[src/rtl/memory_snoop_collector_pkg.sv]
// Shared types and constants for the snoop broadcast/collect engine.
package mem_snoop_pkg;

  typedef enum logic [1:0] {
    ST_IDLE,
    ST_BCAST,
    ST_COLLECT,
    ST_RESPOND
  } snoop_state_e;

  // Snoop request types
  localparam logic [2:0] SNOOP_READ_SHARED   = 3'b000;
  localparam logic [2:0] SNOOP_READ_UNIQUE   = 3'b001;
  localparam logic [2:0] SNOOP_CLEAN_INVALID = 3'b010;
  localparam logic [2:0] SNOOP_MAKE_INVALID  = 3'b011;
  localparam logic [2:0] SNOOP_CLEAN_SHARED  = 3'b100;

  // Agent / merged response codes
  localparam logic [2:0] SNOOP_RSP_NONE       = 3'b000;
  localparam logic [2:0] SNOOP_RSP_SHARED     = 3'b001;
  localparam logic [2:0] SNOOP_RSP_UNIQUE     = 3'b010;
  localparam logic [2:0] SNOOP_RSP_PASS_DIRTY = 3'b011;
  localparam logic [2:0] SNOOP_RSP_ERROR      = 3'b100;

  // Lower agent index wins the merged response code.
  function automatic logic code_takes_priority(input int unsigned cand_idx,
                                               input int unsigned held_idx);
    return cand_idx < held_idx;
  endfunction

endpackage

[src/rtl/memory_snoop_collector_sat_counter.sv]
// Saturating event counter with synchronous clear (clear beats increment).
module sat_counter #(
  parameter int unsigned WIDTH = 32
) (
  input  logic             clk,
  input  logic             rst_n,
  input  logic             clr,
  input  logic             inc,
  output logic [WIDTH-1:0] count
);

  logic [WIDTH-1:0] count_q;

  // Count up on inc, hold at all-ones, clear on clr.
  always_ff @(posedge clk or negedge rst_n) begin
    if (!rst_n)                          count_q <= '0;
    else if (clr)                        count_q <= '0;
    else if (inc && (count_q != '1))     count_q <= count_q + WIDTH'(1);
  end

  assign count = count_q;

endmodule

[src/rtl/memory_snoop_collector.sv]
// Snoop engine: broadcasts one snoop to enabled agents, merges their
// responses under a timeout, returns one response and keeps statistics.
module memory_snoop_collector
  import mem_snoop_pkg::*;
#(
  parameter int unsigned NUM_AGENTS     = 12,
  parameter int unsigned ADDR_WIDTH     = 64,
  parameter int unsigned TIMEOUT_CYCLES = 64,
  parameter int unsigned CNT_WIDTH      = 32
) (
  input  logic                    clk,
  input  logic                    rst_n,
  input  logic                    snoop_req_valid,
  output logic                    snoop_req_ready,
  input  logic [ADDR_WIDTH-1:0]   snoop_req_addr,
  input  logic [2:0]              snoop_req_type,
  input  logic [NUM_AGENTS-1:0]   agent_enable,
  output logic [NUM_AGENTS-1:0]   agent_snoop_valid,
  output logic [ADDR_WIDTH-1:0]   agent_snoop_addr,
  output logic [2:0]              agent_snoop_type,
  input  logic [NUM_AGENTS-1:0]   agent_resp_valid,
  input  logic [NUM_AGENTS-1:0]   agent_resp_hit,
  input  logic [NUM_AGENTS-1:0]   agent_resp_dirty,
  input  logic [NUM_AGENTS*3-1:0] agent_resp_code,
  output logic                    snoop_rsp_valid,
  input  logic                    snoop_rsp_ready,
  output logic                    snoop_rsp_hit,
  output logic                    snoop_rsp_dirty,
  output logic [2:0]              snoop_rsp_code,
  output logic                    snoop_rsp_timeout,
  output logic [NUM_AGENTS-1:0]   snoop_rsp_missing,
  input  logic                    perf_clear,
  output logic [CNT_WIDTH-1:0]    snoop_count,
  output logic [CNT_WIDTH-1:0]    snoop_hit_count,
  output logic [CNT_WIDTH-1:0]    snoop_timeout_count
);

  localparam int unsigned TW = $clog2(TIMEOUT_CYCLES + 1);
  localparam int unsigned IW = $clog2(NUM_AGENTS + 1);

  snoop_state_e          state_q, state_d;
  logic [NUM_AGENTS-1:0] pending_q, pending_d;
  logic                  hit_q, hit_d, dirty_q, dirty_d;
  logic [2:0]            code_q, code_d;
  logic [IW-1:0]         code_idx_q, code_idx_d;
  logic [TW-1:0]         timer_q, timer_d;
  logic                  timeout_q, timeout_d;
  logic [NUM_AGENTS-1:0] missing_q, missing_d;
  logic [ADDR_WIDTH-1:0] addr_q, addr_d;
  logic [2:0]            type_q, type_d;

  logic [NUM_AGENTS-1:0] resp_take;
  logic                  cand_found;
  logic [IW-1:0]         cand_idx;
  logic [2:0]            cand_code;
  logic                  rsp_hs;

  // State and datapath registers.
  always_ff @(posedge clk or negedge rst_n) begin
    if (!rst_n) begin
      state_q    <= ST_IDLE;
      pending_q  <= '0;
      hit_q      <= 1'b0;
      dirty_q    <= 1'b0;
      code_q     <= SNOOP_RSP_NONE;
      code_idx_q <= '0;
      timer_q    <= '0;
      timeout_q  <= 1'b0;
      missing_q  <= '0;
      addr_q     <= '0;
      type_q     <= '0;
    end else begin
      state_q    <= state_d;
      pending_q  <= pending_d;
      hit_q      <= hit_d;
      dirty_q    <= dirty_d;
      code_q     <= code_d;
      code_idx_q <= code_idx_d;
      timer_q    <= timer_d;
      timeout_q  <= timeout_d;
      missing_q  <= missing_d;
      addr_q     <= addr_d;
      type_q     <= type_d;
    end
  end

  // Next-state: accept, broadcast, collect with timeout, hold response.
  always_comb begin
    state_d    = state_q;
    pending_d  = pending_q;
    hit_d      = hit_q;
    dirty_d    = dirty_q;
    code_d     = code_q;
    code_idx_d = code_idx_q;
    timer_d    = timer_q;
    timeout_d  = timeout_q;
    missing_d  = missing_q;
    addr_d     = addr_q;
    type_d     = type_q;

    resp_take  = agent_resp_valid & pending_q;
    cand_found = 1'b0;
    cand_idx   = '0;
    cand_code  = SNOOP_RSP_NONE;
    for (int unsigned i = 0; i < NUM_AGENTS; i++) begin
      if (!cand_found && resp_take[i] && agent_resp_hit[i] &&
          (agent_resp_code[i*3 +: 3] != SNOOP_RSP_NONE)) begin
        cand_found = 1'b1;
        cand_idx   = IW'(i);
        cand_code  = agent_resp_code[i*3 +: 3];
      end
    end

    case (state_q)
      ST_IDLE: begin
        if (snoop_req_valid) begin
          addr_d     = snoop_req_addr;
          type_d     = snoop_req_type;
          pending_d  = agent_enable;
          hit_d      = 1'b0;
          dirty_d    = 1'b0;
          code_d     = SNOOP_RSP_NONE;
          code_idx_d = IW'(NUM_AGENTS);
          timer_d    = '0;
          timeout_d  = 1'b0;
          missing_d  = '0;
          state_d    = (agent_enable != '0) ? ST_BCAST : ST_RESPOND;
        end
      end
      ST_BCAST: state_d = ST_COLLECT;
      ST_COLLECT: begin
        hit_d     = hit_q   | (|(resp_take & agent_resp_hit));
        dirty_d   = dirty_q | (|(resp_take & agent_resp_dirty));
        pending_d = pending_q & ~resp_take;
        // code_idx_q starts at NUM_AGENTS so any qualifying agent wins first.
        if (cand_found && code_takes_priority(32'(cand_idx), 32'(code_idx_q))) begin
          code_d     = cand_code;
          code_idx_d = cand_idx;
        end
        if (pending_d == '0) begin
          state_d = ST_RESPOND;
        end else if (timer_q == TW'(TIMEOUT_CYCLES - 1)) begin
          state_d   = ST_RESPOND;
          timeout_d = 1'b1;
          missing_d = pending_d;
        end else begin
          timer_d = timer_q + TW'(1);
        end
      end
      ST_RESPOND: if (snoop_rsp_ready) state_d = ST_IDLE;
      default:    state_d = ST_IDLE;
    endcase
  end

  assign snoop_req_ready   = (state_q == ST_IDLE);
  assign agent_snoop_valid = (state_q == ST_BCAST) ? pending_q : '0;
  assign agent_snoop_addr  = addr_q;
  assign agent_snoop_type  = type_q;
  assign snoop_rsp_valid   = (state_q == ST_RESPOND);
  assign snoop_rsp_hit     = hit_q;
  assign snoop_rsp_dirty   = dirty_q;
  assign snoop_rsp_code    = code_q;
  assign snoop_rsp_timeout = timeout_q;
  assign snoop_rsp_missing = missing_q;
  assign rsp_hs            = snoop_rsp_valid & snoop_rsp_ready;

  sat_counter #(.WIDTH(CNT_WIDTH)) u_cnt_snoop (
    .clk(clk), .rst_n(rst_n), .clr(perf_clear), .inc(rsp_hs), .count(snoop_count)
  );
  sat_counter #(.WIDTH(CNT_WIDTH)) u_cnt_hit (
    .clk(clk), .rst_n(rst_n), .clr(perf_clear), .inc(rsp_hs & hit_q), .count(snoop_hit_count)
  );
  sat_counter #(.WIDTH(CNT_WIDTH)) u_cnt_timeout (
    .clk(clk), .rst_n(rst_n), .clr(perf_clear), .inc(rsp_hs & timeout_q),
    .count(snoop_timeout_count)
  );

endmodule

[config.mk]
export PLATFORM = sky130hd
export DESIGN_NAME = memory_snoop_collector
export DESIGN_NICKNAME = d
export VERILOG_FILES = /design/src/rtl/memory_snoop_collector_pkg.sv /design/src/rtl/memory_snoop_collector_sat_counter.sv /design/src/rtl/memory_snoop_collector.sv
export SDC_FILE = /design/constraint.sdc
export NUM_CORES = 1
export LEC_CHECK = 0
export BUFFER_PORTS_ARGS = -buffer_cell sky130_fd_sc_hd__buf_4
export CAP_MARGIN = 20
export CORE_ASPECT_RATIO = 0.5
export CORE_UTILIZATION = 57
export CTS_BUF_LIST = sky130_fd_sc_hd__clkbuf_8
export DETAILED_ROUTE_END_ITERATION = 8
export PLACE_DENSITY = 0.89
export SKIP_CTS_REPAIR_TIMING = 1
export SLEW_MARGIN = 20
export SYNTH_ARGS = -nofsm -noshare
export SYNTH_HDL_FRONTEND = slang
export SYNTH_SLANG_ARGS = --single-unit
export TNS_END_PERCENT = 1
[constraint.sdc]
create_clock -name clk -period 6.34 [get_ports clk]
set_input_delay 0 -clock clk [delete_from_list [all_inputs] [get_ports clk]]
set_output_delay 0 -clock clk [all_outputs]
set_load 0.005 [all_outputs]
; ---- After elaboration in Yosys (flattened, before gate mapping)
; Index checks and enable logic that the tools add are counted.
[word_totals]
register_bits = 206
output_inout_bits = 195
elab_cells = 190
[op_classes]
order_cmp = 1
bitwise = 10
addsub = 4
n_eq_ne = 14
muxes = 70
n_reduce_logical = 77
[ops]
columns = operator, count
row1 = two-way mux 32 bit, 6
row2 = adder 32 x 1 -> 32 bit (second input constant), 3
row3 = inequality test 32 bit (second input constant), 3
row4 = two-way mux 12 bit, 5
row5 = bitwise AND 12 bit, 4
row6 = two-way mux 4 bit, 12
row7 = case mux 12 bit (2 select lines), 2
row8 = two-way mux 3 bit, 14
row9 = logical AND 1 bit, 39
row10 = nonzero test 3 bit, 12
row11 = OR reduction 12 bit, 2
row12 = two-way mux 7 bit, 3
row13 = two-way mux 1 bit, 16
row14 = case mux 7 bit (2 select lines), 1
row15 = zero test 12 bit, 1
row16 = inverter 12 bit, 1
row17 = nonzero test 12 bit, 1
row18 = zero test 1 bit, 11
row19 = two-way mux 2 bit, 5
row20 = inequality test 2 bit (second input constant), 5
row21 = case mux 2 bit (4 select lines), 1
row22 = case mux 4 bit (2 select lines), 1
row23 = AND reduction 4 bit, 2
row24 = nonzero test 2 bit, 4
row25 = other kinds (14), 22

; ---- Longest topological paths before layout
; Gate-level depths: netlist of run 1.
[logic_depth]
word_depth = 63
mapped_depth = 12
mapped_depth_nobuf = 11

; ---- Cells and area by module
; Synthesis of run 1 repeated with hierarchy kept, for this count alone.
[hier_totals]
hier_cells = 1265
area_unflattened_um2 = 11254.5
[by_module_without_submodules]
columns = mod, seq_area_each_um2, n_inst, area_each_um2, cells_per_inst
row1 = memory_snoop_collector, 2752.6, 1, 5691.7, 671
row2 = sat_counter, 800.8, 3, 1854.3, 198

; ---- Worst setup path before layout of run 1
; No wires, ideal clock.
[synth_timing]
path_kind = reg-to-reg
from = register pending_q[2]
to = register code_q[0] (netlist: snoop_rsp_code[0])
stages_incl_launch_ff = 12
n_path_buf = 1
arrival_time_ps = 2451
required_ps = 6219
slack_ps = 3768
synth_period_minus_slack_ps = 2572
path_cell_list = dfrtp_1 > and3_1 > clkbuf_1 > a2bb2oi_2 > nand4_1 > nand2b_4 > o22ai_1 > ha_1 > o211ai_1 > o221a_4 > nor2_2 > a22o_1
[synth_via]
elab_chain_cells = 54
elab_cells_between_ends = 76
cone_classes = order compare: 1 / eq/ne: 1 / mux: 32 / bitwise: 1 / reduce/logical: 41
[synth_lines]
columns = item, line_no
row1 = start: declaration, memory_snoop_collector.sv:42  ; logic [NUM_AGENTS-1:0] pending_q, pending_d;
row2 = start signal: assignment, memory_snoop_collector.sv:74  ; pending_q <= pending_d;
row3 = bitwise AND 12 bit *, memory_snoop_collector.sv:101  ; resp_take = agent_resp_valid & pending_q;
row4 = logical AND 1 bit * (3 in a row), memory_snoop_collector.sv:106  ; if (!cand_found && resp_take[i] && agent_resp_hit[i] &&
row5 = two-way mux 1 bit, memory_snoop_collector.sv:106
row6 = zero test 1 bit, memory_snoop_collector.sv:106
row7 = logical AND 1 bit (3 in a row), memory_snoop_collector.sv:106
row8 = two-way mux 1 bit, memory_snoop_collector.sv:106
row9 = zero test 1 bit, memory_snoop_collector.sv:106
row10 = logical AND 1 bit (3 in a row), memory_snoop_collector.sv:106
row11 = [... 30 more ...], --
row12 = two-way mux 1 bit, memory_snoop_collector.sv:106
row13 = zero test 1 bit, memory_snoop_collector.sv:106
row14 = logical AND 1 bit (3 in a row), memory_snoop_collector.sv:106
row15 = two-way mux 4 bit, memory_snoop_collector.sv:106
row16 = < comparator 4 bit, memory_snoop_collector_pkg.sv:28  ; return cand_idx < held_idx;
row17 = logical AND 1 bit, memory_snoop_collector.sv:136  ; if (cand_found && code_takes_priority(32'(cand_idx), 32'(code_idx_q))) begin
row18 = inequality test 2 bit (no line), --
row19 = AND reduction 3 bit (no line), --
row20 = end signal: assignment, memory_snoop_collector.sv:77  ; code_q <= code_d;
row21 = end: declaration, memory_snoop_collector.sv:44  ; logic [2:0] code_q, code_d;
; Every way passes the cells marked *; elsewhere a longest branch is shown, timed or not. The select of a mux whose other input is x is not followed.
; A chain may end at the register's enable or synchronous reset.

; ---- Worst setup path in the final report of run 1
[layout_timing]
from = register pending_q[11]
to = register code_q[2] (netlist: snoop_rsp_code[2])
[layout_via]
elab_chain_cells = 9
elab_cells_between_ends = 13
cone_classes = order compare: 1 / eq/ne: 1 / mux: 5 / bitwise: 1 / reduce/logical: 5
[layout_lines]
columns = item, line_no
row1 = bitwise AND 12 bit *, memory_snoop_collector.sv:101
row2 = logical AND 1 bit * (3 in a row), memory_snoop_collector.sv:106
row3 = two-way mux 4 bit, memory_snoop_collector.sv:106
row4 = < comparator 4 bit, memory_snoop_collector_pkg.sv:28
row5 = logical AND 1 bit, memory_snoop_collector.sv:136
row6 = inequality test 2 bit (no line), --
row7 = AND reduction 3 bit (no line), --
; Marked as above.

==> summary.md, run 1 <==
| Metric | Value |
|---|---|
| Status | completed |
| Inst Count DP | 1,730 |
| Total grt overflow | 0 |
| Syn nets | 1,358 |
| Setup CP Type | flop to flop |
| Num CTS Buffers | 28 |
| Pwr dens | 301.9 nW/µm² |
| Critical-path top delay cell | dlygate4sd3_1 |
| Final setup margin | 2.802 ns |
| Syn-to-layout area delta | 42.17% |
| Non-filler cells, final | 1,892 |
| Worst Path Arrival | 4.00 ns |
| CTS tree | done |
| Layout cells sized above 1 | 25.89% |
| Fin crit share | 55.81% |
| Clock Latency Late Sink | 0.59 ns |
| HP Class | input pin to flop |
| I/O pins | 351 |
| Total global-route track usage | 32.83% |
| First-pass GRT wire length | 50.65 mm |
| IO Port Bufs | 350 |
| #FFs+latches synth | 206 |
| RD Place Congestion | 0.9740 |
| Pwr Total | 4.544 mW |
| H-tree lvl count | 1 |
| Synth async-reset ratio | 100.0% |
| Cell family with most CP delay | compound AO/OA/AOI/OAI gates |
| Unique masters post-synth | 70 |
| Hold WS | 0.03134 ns |
| Antenna Nets Post-Route | 0 |
| Mapped Cells | 1,191 |
| Area of the mapped netlist | 10,590 µm² |
| Main synth FF type | dfrtp_1 |
| Via-to-Cell Ratio | 6.107 |
| Synth Warn # | 0 |
| Vias | 11,560 |
| Synth Area per Inst | 8.889 µm² |
| Leakage power | 7.286 nW |
| Residual DRC count | 0 |
| Max-cap violations | 0 |
| Initial antenna violation count | 1 |
| CP bufs+invs | 1 |
| Sink Count | 206 |
| Setup WS pre-CTS | 3.230 ns |
| Final HPWL DP | 23.15 mm |
| Tightest Pin Transition | 1.102 ns |
| Die Y | 98.37 µm |
| Post-synth EDFFs | 0 |
| Initial DRC count | 1,074 |
| Unrepaired setup endpoints after global routing | false |
| Root buf cell | clkbuf_8 |
| Register area share after synthesis | 48.69% |
| Number of global-route vias before repair | 10,010 |
| Final slew viol count | 0 |
| Crit path largest cell delay | 0.57 ns |
| Fmax | 0.2826 GHz |
| Router iterations before antenna repair | 8 |
| Peak supply drop | 220.8 µV |
| Initial Utilization | 59.53% |
| Die width | 194.7 µm |
| Layout fillers | 922 |
| Worst Clk Skew | 0.03130 ns |
| Core footprint | 17,780 µm² |
| Site row count | 34 |
| Crit-path max FO | 7 |
| Slew margin rel. | 26.24% |
| # setup viols final | 0 |
| Clk slew on worst S/H paths | 0.08 ns |
| Worst-path cell chain | nand3_1 > a211oi_4 > a21oi_1 > a21oi_1 > ha_1 > a211oi_1 > o221a_4 > or3b_1 > o211ai_2 > dlygate4sd3_1 |
| CP Capture Type | flop |
| Critical Path RT | 6.80 ns |
| Crit-path most repeated cell | a21oi_1 |
| NumNets Final | 1,802 |
| Max Buffers Root-to-Sink | 3 |
| Total routed wirelength | 39.40 mm |
| Largest net degree at the start of global routing | 136 |
| Fin crit period | 3.538 ns |
| Hold Violations, Final | 0 |
| Setup TNS Final | 0 ns |
| Die area | 19,150 µm² |
| Routed WL per cell | 20.83 µm |
| CP startpoint kind | flop |
==> area by class of cell <==
class	count	area (µm²)	area share, %
Antenna cell	1	2.502	0.01663
Clock buffer	39	536.8	3.566
Clock inverter	13	60.06	0.3990
Inverter	34	127.6	0.8479
Multi-Input combinational cell	902	5120	34.02
Sequential cell	206	5155	34.25
Tap cell	234	292.8	1.945
Timing Repair Buffer	463	3756	24.96
==> worst register-to-register path: cells and delay by family, from the launching register on <==
family | cells | cell delay, ns
and+or+nand+nor | 2 | 0.50
buffers and inverters | 1 | 0.57
DFF | 1 | 0.49
adders and majority gates | 1 | 0.30
AOI/OAI and AO/OA | 6 | 1.55
==> path summary, 6_finish.rpt <==
kind / start / to / slack, ns / depth (start not counted)
setup reg to reg: pending_q[11] / snoop_rsp_code[2] / 2.80 / 10
min in group asynchronous: rst_n / snoop_rsp_missing[10] / 0.13 / 2
setup / recovery: pending_q[11] / snoop_rsp_code[2] / 2.80 / 10
hold reg to reg: agent_snoop_addr[11] / agent_snoop_addr[11] / 0.48 / 2
max in group asynchronous: rst_n / agent_snoop_addr[4] / 4.65 / 3
hold / removal: perf_clear / u_cnt_hit.count[29] / 0.03 / 2
==> cells by family after synthesis <==
| kind of cell | synth area share (%) |
|---|---|
| AOI/OAI and AO/OA | 10.19 |
| xor gates and xnor gates | 7.280 |
| adders and majority gates | 1.300 |
| buffers and inverters | 3.014 |
| DFF | 48.69 |
| muxes | 0.4846 |
| and+or+nand+nor | 29.04 |
==> per-stage QoR <==
stage	util, %	instance area, µm²
3_3_place_gp	75.11	13360
4_1_cts	78.46	13950
2_1_floorplan	-	10590
6_report	84.64	15050
5_1_grt	84.64	15050
3_5_place_dp	75.11	13360
==> cells in the mapped netlist, types with 4 or more instances <==
library cell	n	share of area, %
a22oi_1	15	1.1
o22ai_1	9	0.53
dfrtp_1	206	49
nand2_1	263	9.3
buf_2	6	0.28
or3_1	11	0.65
inv_1	34	1.2
o21ai_0	37	1.7
a22o_1	8	0.66
mux2i_1	4	0.38
a211oi_1	5	0.35
xor2_1	41	3.4
nand2b_1	7	0.41
nand3_1	58	2.7
nor2b_1	16	0.95
nor3_1	44	2.1
a32o_1	4	0.38
a21oi_1	27	1.3
ha_1	11	1.3
nor2_1	129	4.6
clkbuf_1	42	1.5
nor4_1	8	0.47
and3_1	19	1.1
and4_1	11	0.91
nand4_1	38	2.2
xnor2_1	47	3.9
and2_1	23	1.4
==> flip-flops by register name (all words and copies together) (netlist names), 2 cells and up <==
signal               count
agent_snoop_addr        64
agent_snoop_type         3
snoop_rsp_missing       12
state_q                  2
u_cnt_timeout.count     32
code_idx_q               4
timer_q                  7
snoop_rsp_code           3
u_cnt_hit.count         32
u_cnt_snoop.count       32
pending_q               12
==> power by group <==
part | internal, mW | leakage (nW) | switching (mW)
registers | 1.58 | 2.75 | 0.237
clock network | 0.549 | 0.342 | 0.551
logic | 0.725 | 4.19 | 0.905
==> layer usage <==
metal | global-route usage (%) | wire (µm) | up-vias
li1 | - | - | 4975
met2 | 55.42 | 19120 | 816
met1 | 43.05 | 14230 | 5524
met5 | 0 | 0 | -
met4 | 13.02 | 2633 | 0
met3 | 5.009 | 3425 | 240
==> layout by cell type, fill, tap and decap left out, types with 5 or more instances in the layout <==
master	synthesis	routed
o22ai_1	9	9
and3_1	19	19
or3_1	11	11
clkinv_2	0	5
and2_1	23	22
dfrtp_1	206	206
xnor2_1	47	47
nor4_1	8	8
nand2b_1	7	7
inv_1	34	41
nor2b_1	16	16
a211oi_1	5	5
o21ai_0	37	35
nand3_1	58	58
dlygate4sd3_1	0	109
nor3_1	44	44
a22oi_1	15	15
a21oi_1	27	27
nor2_1	129	129
clkbuf_8	0	39
nand2_1	263	262
ha_1	11	11
buf_4	0	353
and4_1	11	11
a22o_1	8	8
xor2_1	41	41
nand4_1	38	38
Power figures use the tool's default switching activity.
==> run 2, diff against run 1 <==
ABC_AREA = 1   (was default)
CORE_UTILIZATION = 48   (was 57)
PLACE_DENSITY = 0.78   (was 0.89)
clock period = 2.9 ns   (was 6.34 ns; I/O delays follow)
==> summary.md, run 2 <==
| Metric | Value |
|---|---|
| Core footprint | 23,080 µm² |
| Syn-to-layout area delta | 41.74% |
| Synth async-reset ratio | 100.0% |
| Final HPWL DP | 25.88 mm |
| Pwr dens | 651.5 nW/µm² |
| Critical-path top delay cell | dfrtp_1 |
| Root buf cell | clkbuf_8 |
| Fin crit period | 2.661 ns |
| Residual DRC count | 7 |
| Synth Warn # | 0 |
| Initial Utilization | 49.49% |
| Number of global-route vias before repair | 10,350 |
| CP Capture Type | flop |
| Mapped Cells | 1,382 |
| Layer with the highest usage | met2 |
| Leading cell types by count after synthesis | nand2_1 (283), dfrtp_1 (206), inv_1 (185) |
| Area leader, netlist | dfrtp_1 |
| Router iterations before antenna repair | 8 |
| Num CTS Buffers | 30 |
| Clock Latency Late Sink | 0.59 ns |
| RD Place Congestion | 0.9436 |
| Crit-path max FO | 6 |
| Area of the multi-input gates | 5420 µm² |
| Setup TNS Final | 0 ns |
| Final slew viol count | 0 |
| Main synth FF type | dfrtp_1 |
| GR Layer Usage met1 | 39.11% |
| Initial DRC count | 1,110 |
| Layout cells sized above 1 | 30.01% |
| #FFs+latches synth | 206 |
| CTS tree | done |
| Max-cap violations | 0 |
| Layout fillers | 1,793 |
| Status | finished, violations left |
| Vias | 11,640 |
| Largest net degree at the start of global routing | 69 |
| Failing checks | design-rule violations, negative hold slack |
| CP bufs+invs | 2 |
| # setup viols final | 0 |
| H-tree lvl count | 1 |
| Fmax | 0.3758 GHz |
| Slew margin rel. | 41.13% |
| Met2 usage | 42.39% |
| Unique masters post-synth | 61 |
| Worst Clk Skew | 0.02518 ns |
| NumNets Final | 2,033 |
| Post-synth EDFFs | 0 |
| I/O pins | 351 |
| Max Buffers Root-to-Sink | 3 |
| Total grt overflow | 0 |
| Fin crit share | 91.76% |
| Tightest Pin Transition | 0.8821 ns |
| CP startpoint kind | flop |
| First-pass GRT wire length | 53.99 mm |
| HP Class | input pin to asynchronous set/reset pin |
| Max reg flops | 64 |
| Antenna Nets Post-Route | 0 |
| Top-count cell post-synth | nand2_1 |
| Global-route track usage on met3 | 5.624% |
| Crit path largest cell delay | 0.44 ns |
| Die Y | 111.1 µm |
| Routed WL per cell | 17.32 µm |
| Cell family with most CP delay | simple AND/OR/NAND/NOR gates |
| Peak supply drop | 569.6 µV |
| IO Port Bufs | 350 |
| Hold WS | -0.02953 ns |
| Via-to-Cell Ratio | 5.315 |
| Hold Violations, Final | 16 |
| Initial antenna violation count | 0 |
| Total global-route track usage | 27.70% |
| Non-filler cells, final | 2,190 |
| Synth Area per Inst | 8.266 µm² |
| Critical Path RT | 3.43 ns |
| Total routed wirelength | 37.92 mm |
| Site row count | 39 |
| Die width | 220.2 µm |
| Sink Count | 206 |
| Number of antenna diodes | 0 |
| Register area share after synthesis | 45.13% |
| Largest cells by area after synthesis | dfrtp_1 (45%), nand2_1 (9.3%), mux2_2 (6.7%), inv_1 (6.1%), nor2_1 (4.1%) |
| Post-synth top area share | 45.13% |
| Register area | 5155 µm² |
| Inst Count DP | 2,024 |
| Leakage power | 7.737 nW |
| Area of the mapped netlist | 11,420 µm² |
| Clk slew on worst S/H paths | 0.08 ns |
| Most frequent cells in the layout | buf_4 (361), nand2_1 (281), dfrtp_1 (206), inv_1 (193), nor2_1 (123) |
| Worst-path cell chain | nand2_2 > nor2_4 > nand2_4 > nand4_4 > nor2_4 > nand4_2 > nor2_2 > nand2_2 > a21oi_2 > nor2_1 > inv_1 > ha_1 > a21oi_1 > nand2_1 > a21oi_4 > buf_4 > nand4_1 > nand2_1 |
| Die area | 24,460 µm² |
| Commonest non-fill, non-tap cell in the layout | buf_4 |
| Setup CP Type | flop to flop |
| Syn nets | 1,549 |
| Worst Path Arrival | 3.19 ns |
-- run 2: cell types whose count changed in the layout (fill, tap and decap cells not counted), moves of 21 or more --
cell,delta
and2_1,-21
a21oi_1,+32
mux2_2,+67
xnor2_1,-44
inv_1,+152
xor2_1,-28
-- run 2: cell type report --
class	instances	area share, %
clock buffers	36	3.060
clock inverters	13	0.5100
inverters	202	4.691
multi-input cells	948	33.47
flip-flops and latches	206	31.84
well taps	307	2.372
repair buffers	478	24.06
-- run 2: power breakdown --
group / switching (mW) / leakage, nW / internal, mW
sequential: 0.496 / 2.70 / 3.57
clock: 1.20 / 0.327 / 1.20
combinational: 1.99 / 4.71 / 2.09
total: 3.69 / 7.74 / 6.85
-- run 2: worst register-to-register path, cell delays in order, from the launching register on --
cell	delay (ns)
dfrtp_1	0.44
nand2_2	0.11
nor2_4	0.05
nand2_4	0.09
nand4_4	0.10
nor2_4	0.14
nand4_2	0.09
nor2_2	0.15
nand2_2	0.11
a21oi_2	0.18
nor2_1	0.08
inv_1	0.06
ha_1	0.23
a21oi_1	0.14
nand2_1	0.10
a21oi_4	0.19
buf_4	0.16
nand4_1	0.09
nand2_1	0.08
-- run 2: cell families after synthesis --
group / Yosys count / share of synthesized area, %
compound gates: 195 / 10.50
buf+inv: 228 / 7.569
mux: 68 / 6.703
simple gates: 658 / 27.67
flops: 206 / 45.13
fa+ha+maj: 11 / 1.205
xor+xnor: 16 / 1.227
-- run 2: final timing paths --
path	cells after the start	end	slack, ns	startpoint
max	18	code_idx_q[0]	0.24	pending_q[1]
min	2	agent_snoop_addr[32]	-0.03	rst_n
max reg2reg	18	code_idx_q[0]	0.24	pending_q[1]
min reg2reg	2	snoop_rsp_missing[5]	0.49	snoop_rsp_missing[5]
max in group asynchronous	3	u_cnt_snoop.count[4]	1.94	rst_n
min in group clk	7	snoop_rsp_code[0]	-0.03	agent_resp_code[27]
-- run 2: layer usage --
metal / vias to the layer above / share of wire, %
li1: 5543 / -
met1: 5556 / 43
met2: 438 / 48
met3: 102 / 6.0
met4: 0 / 3.2
met5: - / 0
-- run 2: stage by stage --
| step | cell area [µm²] | setup WS (ns) | hold WS [ns] | total power, mW | utilization, % |
|---|---|---|---|---|---|
| 2_1_floorplan | 11420 | 0.4786 | -0.2956 | 5.849 | - |
| 4_1_cts | 15010 | 0.2334 | -0.5814 | 10.04 | 65.04 |
| 5_1_grt | 16190 | -0.02054 | 0.007997 | 11.08 | 70.15 |
| 3_5_place_dp | 14430 | 0.2494 | 0.05047 | 7.666 | 62.53 |
| 6_report | 16190 | 0.2390 | -0.02953 | 10.55 | 70.15 |
| 3_3_place_gp | 14430 | 0.3424 | 0.04709 | 7.594 | 62.53 |
==> run 3, diff against run 2 <==
PLACE_DENSITY = 0.84   (was 0.78)
clock period = 2.2 ns   (was 2.9 ns; I/O delays follow)
==> summary.md, run 3 (synthesis gave the netlist of run 2 again) <==
| Metric | Value |
|---|---|
| H-tree lvl count | 1 |
| Failing checks | design-rule violations, negative hold slack, negative setup slack |
| Slew margin rel. | 58.84% |
| Via-to-Cell Ratio | 5.348 |
| Max reg flops | 64 |
| Total global-route track usage | 29.13% |
| Number of global-route vias before repair | 11,280 |
| Max Buffers Root-to-Sink | 3 |
| Unrepaired setup endpoints after global routing | true |
| I/O pins | 351 |
| Crit-path max FO | 8 |
| Antenna Nets Post-Route | 0 |
| First-pass GRT wire length | 57.35 mm |
| Hold Crit Depth | 4 |
| Fin crit share | 117.3% |
| Core footprint | 23,080 µm² |
| Worst Clk Skew | 0.03221 ns |
| Setup CP Type | flop to flop |
| Syn-to-layout area delta | 49.20% |
| Setup WS pre-CTS | -0.2476 ns |
| Routed WL per cell | 17.18 µm |
| Sink Count | 206 |
| Router iterations before antenna repair | 7 |
| Clock Latency Late Sink | 0.60 ns |
| IO Port Bufs | 350 |
| # setup viols final | 20 |
| Leakage power | 8.220 nW |
| DP Area | 15,130 µm² |
| Layer with the highest usage | met2 |
| Num CTS Buffers | 31 |
| Worst Path Arrival | 3.10 ns |
| Die width | 220.2 µm |
| Initial Utilization | 49.49% |
| Final slew viol count | 0 |
| Status | finished, violations left |
| Total routed wirelength | 39.12 mm |
| Inst Count DP | 2,113 |
| Layout cells sized above 1 | 35.23% |
| Vias | 12,180 |
| Die Y | 111.1 µm |
| Commonest non-fill, non-tap cell in the layout | buf_4 |
| Root buf cell | clkbuf_8 |
| Fin crit period | 2.582 ns |
| CTS tree | done |
| Register area | 5155 µm² |
| Worst R2R Path Depth | 19 |
| Peak supply drop | 682.2 µV |
| Max-cap violations | 0 |
| Non-Filler Cell Area, Final | 17,040 µm² |
| Final HPWL DP | 27.20 mm |
| NumNets Final | 2,116 |
| Layout fillers | 1,661 |
| Pwr dens | 846.4 nW/µm² |
| HP Class | input pin to flop |
| GR Layer Usage met1 | 39.39% |
| Number of antenna diodes | 0 |
| Initial antenna violation count | 0 |
| Final setup margin | -0.3816 ns |
| Most frequent cells in the layout | buf_4 (452), nand2_1 (276), dfrtp_1 (206), inv_1 (190), nor2_1 (115) |
| Fmax | 0.3874 GHz |
| Residual DRC count | 4 |
| Die area | 24,460 µm² |
| Global-route track usage on met3 | 4.033% |
| Hold WS | -0.07396 ns |
| Largest net degree at the start of global routing | 60 |
| Total grt overflow | 0 |
| CP Capture Type | flop |
| Tightest Pin Transition | 0.6174 ns |
| Met2 usage | 47.97% |
| Critical Path RT | 2.72 ns |
| Area of the multi-input gates | 5543 µm² |
| Clk slew on worst S/H paths | 0.08 ns |
| CP startpoint kind | flop |
| RD Place Congestion | 0.9912 |
| Initial DRC count | 961 |
| Non-filler cells, final | 2,277 |
| Site row count | 39 |
| Hold Violations, Final | 5 |
## run 3: report_power, final
group / leakage, nW / internal, mW / switching, mW
clock: 0.376 / 1.87 / 1.63
combinational: 5.14 / 2.91 / 2.73
sequential: 2.70 / 4.70 / 0.591
total: 8.22 / 9.48 / 4.94
## run 3: routing by layer
layer	part of all wire [%]	up-vias
li1	-	5723
met1	39	5747
met2	49	571
met3	7.1	137
met4	4.6	0
met5	0	-
## run 3: through the flow
step | power (mW) | hold slack, ns | setup TNS, ns | utilization (%)
finish | 14.43 | -0.07396 | -2.843 | 73.84
global route | 15.15 | -0.01709 | -7.753 | 73.84
CTS | 13.88 | -0.6523 | -1.882 | 68.48
detailed placement | 10.44 | -0.006273 | -1.644 | 65.55
global placement | 10.25 | -0.01078 | -1.192 | 65.55
floorplan | 7.714 | -0.2956 | -1.228 | -
## run 3: worst paths after layout
path | start | endpoint | slack (ns)
worst max-delay path | pending_q[0] | code_idx_q[3] | -0.38
worst min-delay path | snoop_rsp_ready | state_q[1] | -0.07
worst max register to register | pending_q[0] | code_idx_q[3] | -0.38
worst min register to register | snoop_rsp_missing[4] | snoop_rsp_missing[4] | 0.50
max in group asynchronous | rst_n | pending_q[2] | 1.82
min in group asynchronous | rst_n | u_cnt_hit.count[2] | 0.02
## run 3: layout make-up
type / count / share of cell area (%)
clock buffer: 44 / 3.553
timing repair buffer: 560 / 26.57
inverter: 202 / 4.449
multi-input combinational: 948 / 32.52
sequential: 206 / 30.25
clock inverter: 10 / 0.4111
tap: 307 / 2.254
## run 3: critical path: stages (launching register included)
cell	delay, ns
dfrtp_1	0.38
nand2_1	0.09
nor2_2	0.06
nand2_4	0.09
nand4_4	0.12
nor2_4	0.14
nand4_2	0.09
nor2_2	0.17
nand2_2	0.07
a21oi_2	0.16
nor2_2	0.07
inv_2	0.06
ha_4	0.20
a21oi_2	0.16
nand2_2	0.09
a21oi_4	0.24
nand2_8	0.11
nand2_4	0.09
nand2_1	0.05
nand2_1	0.05
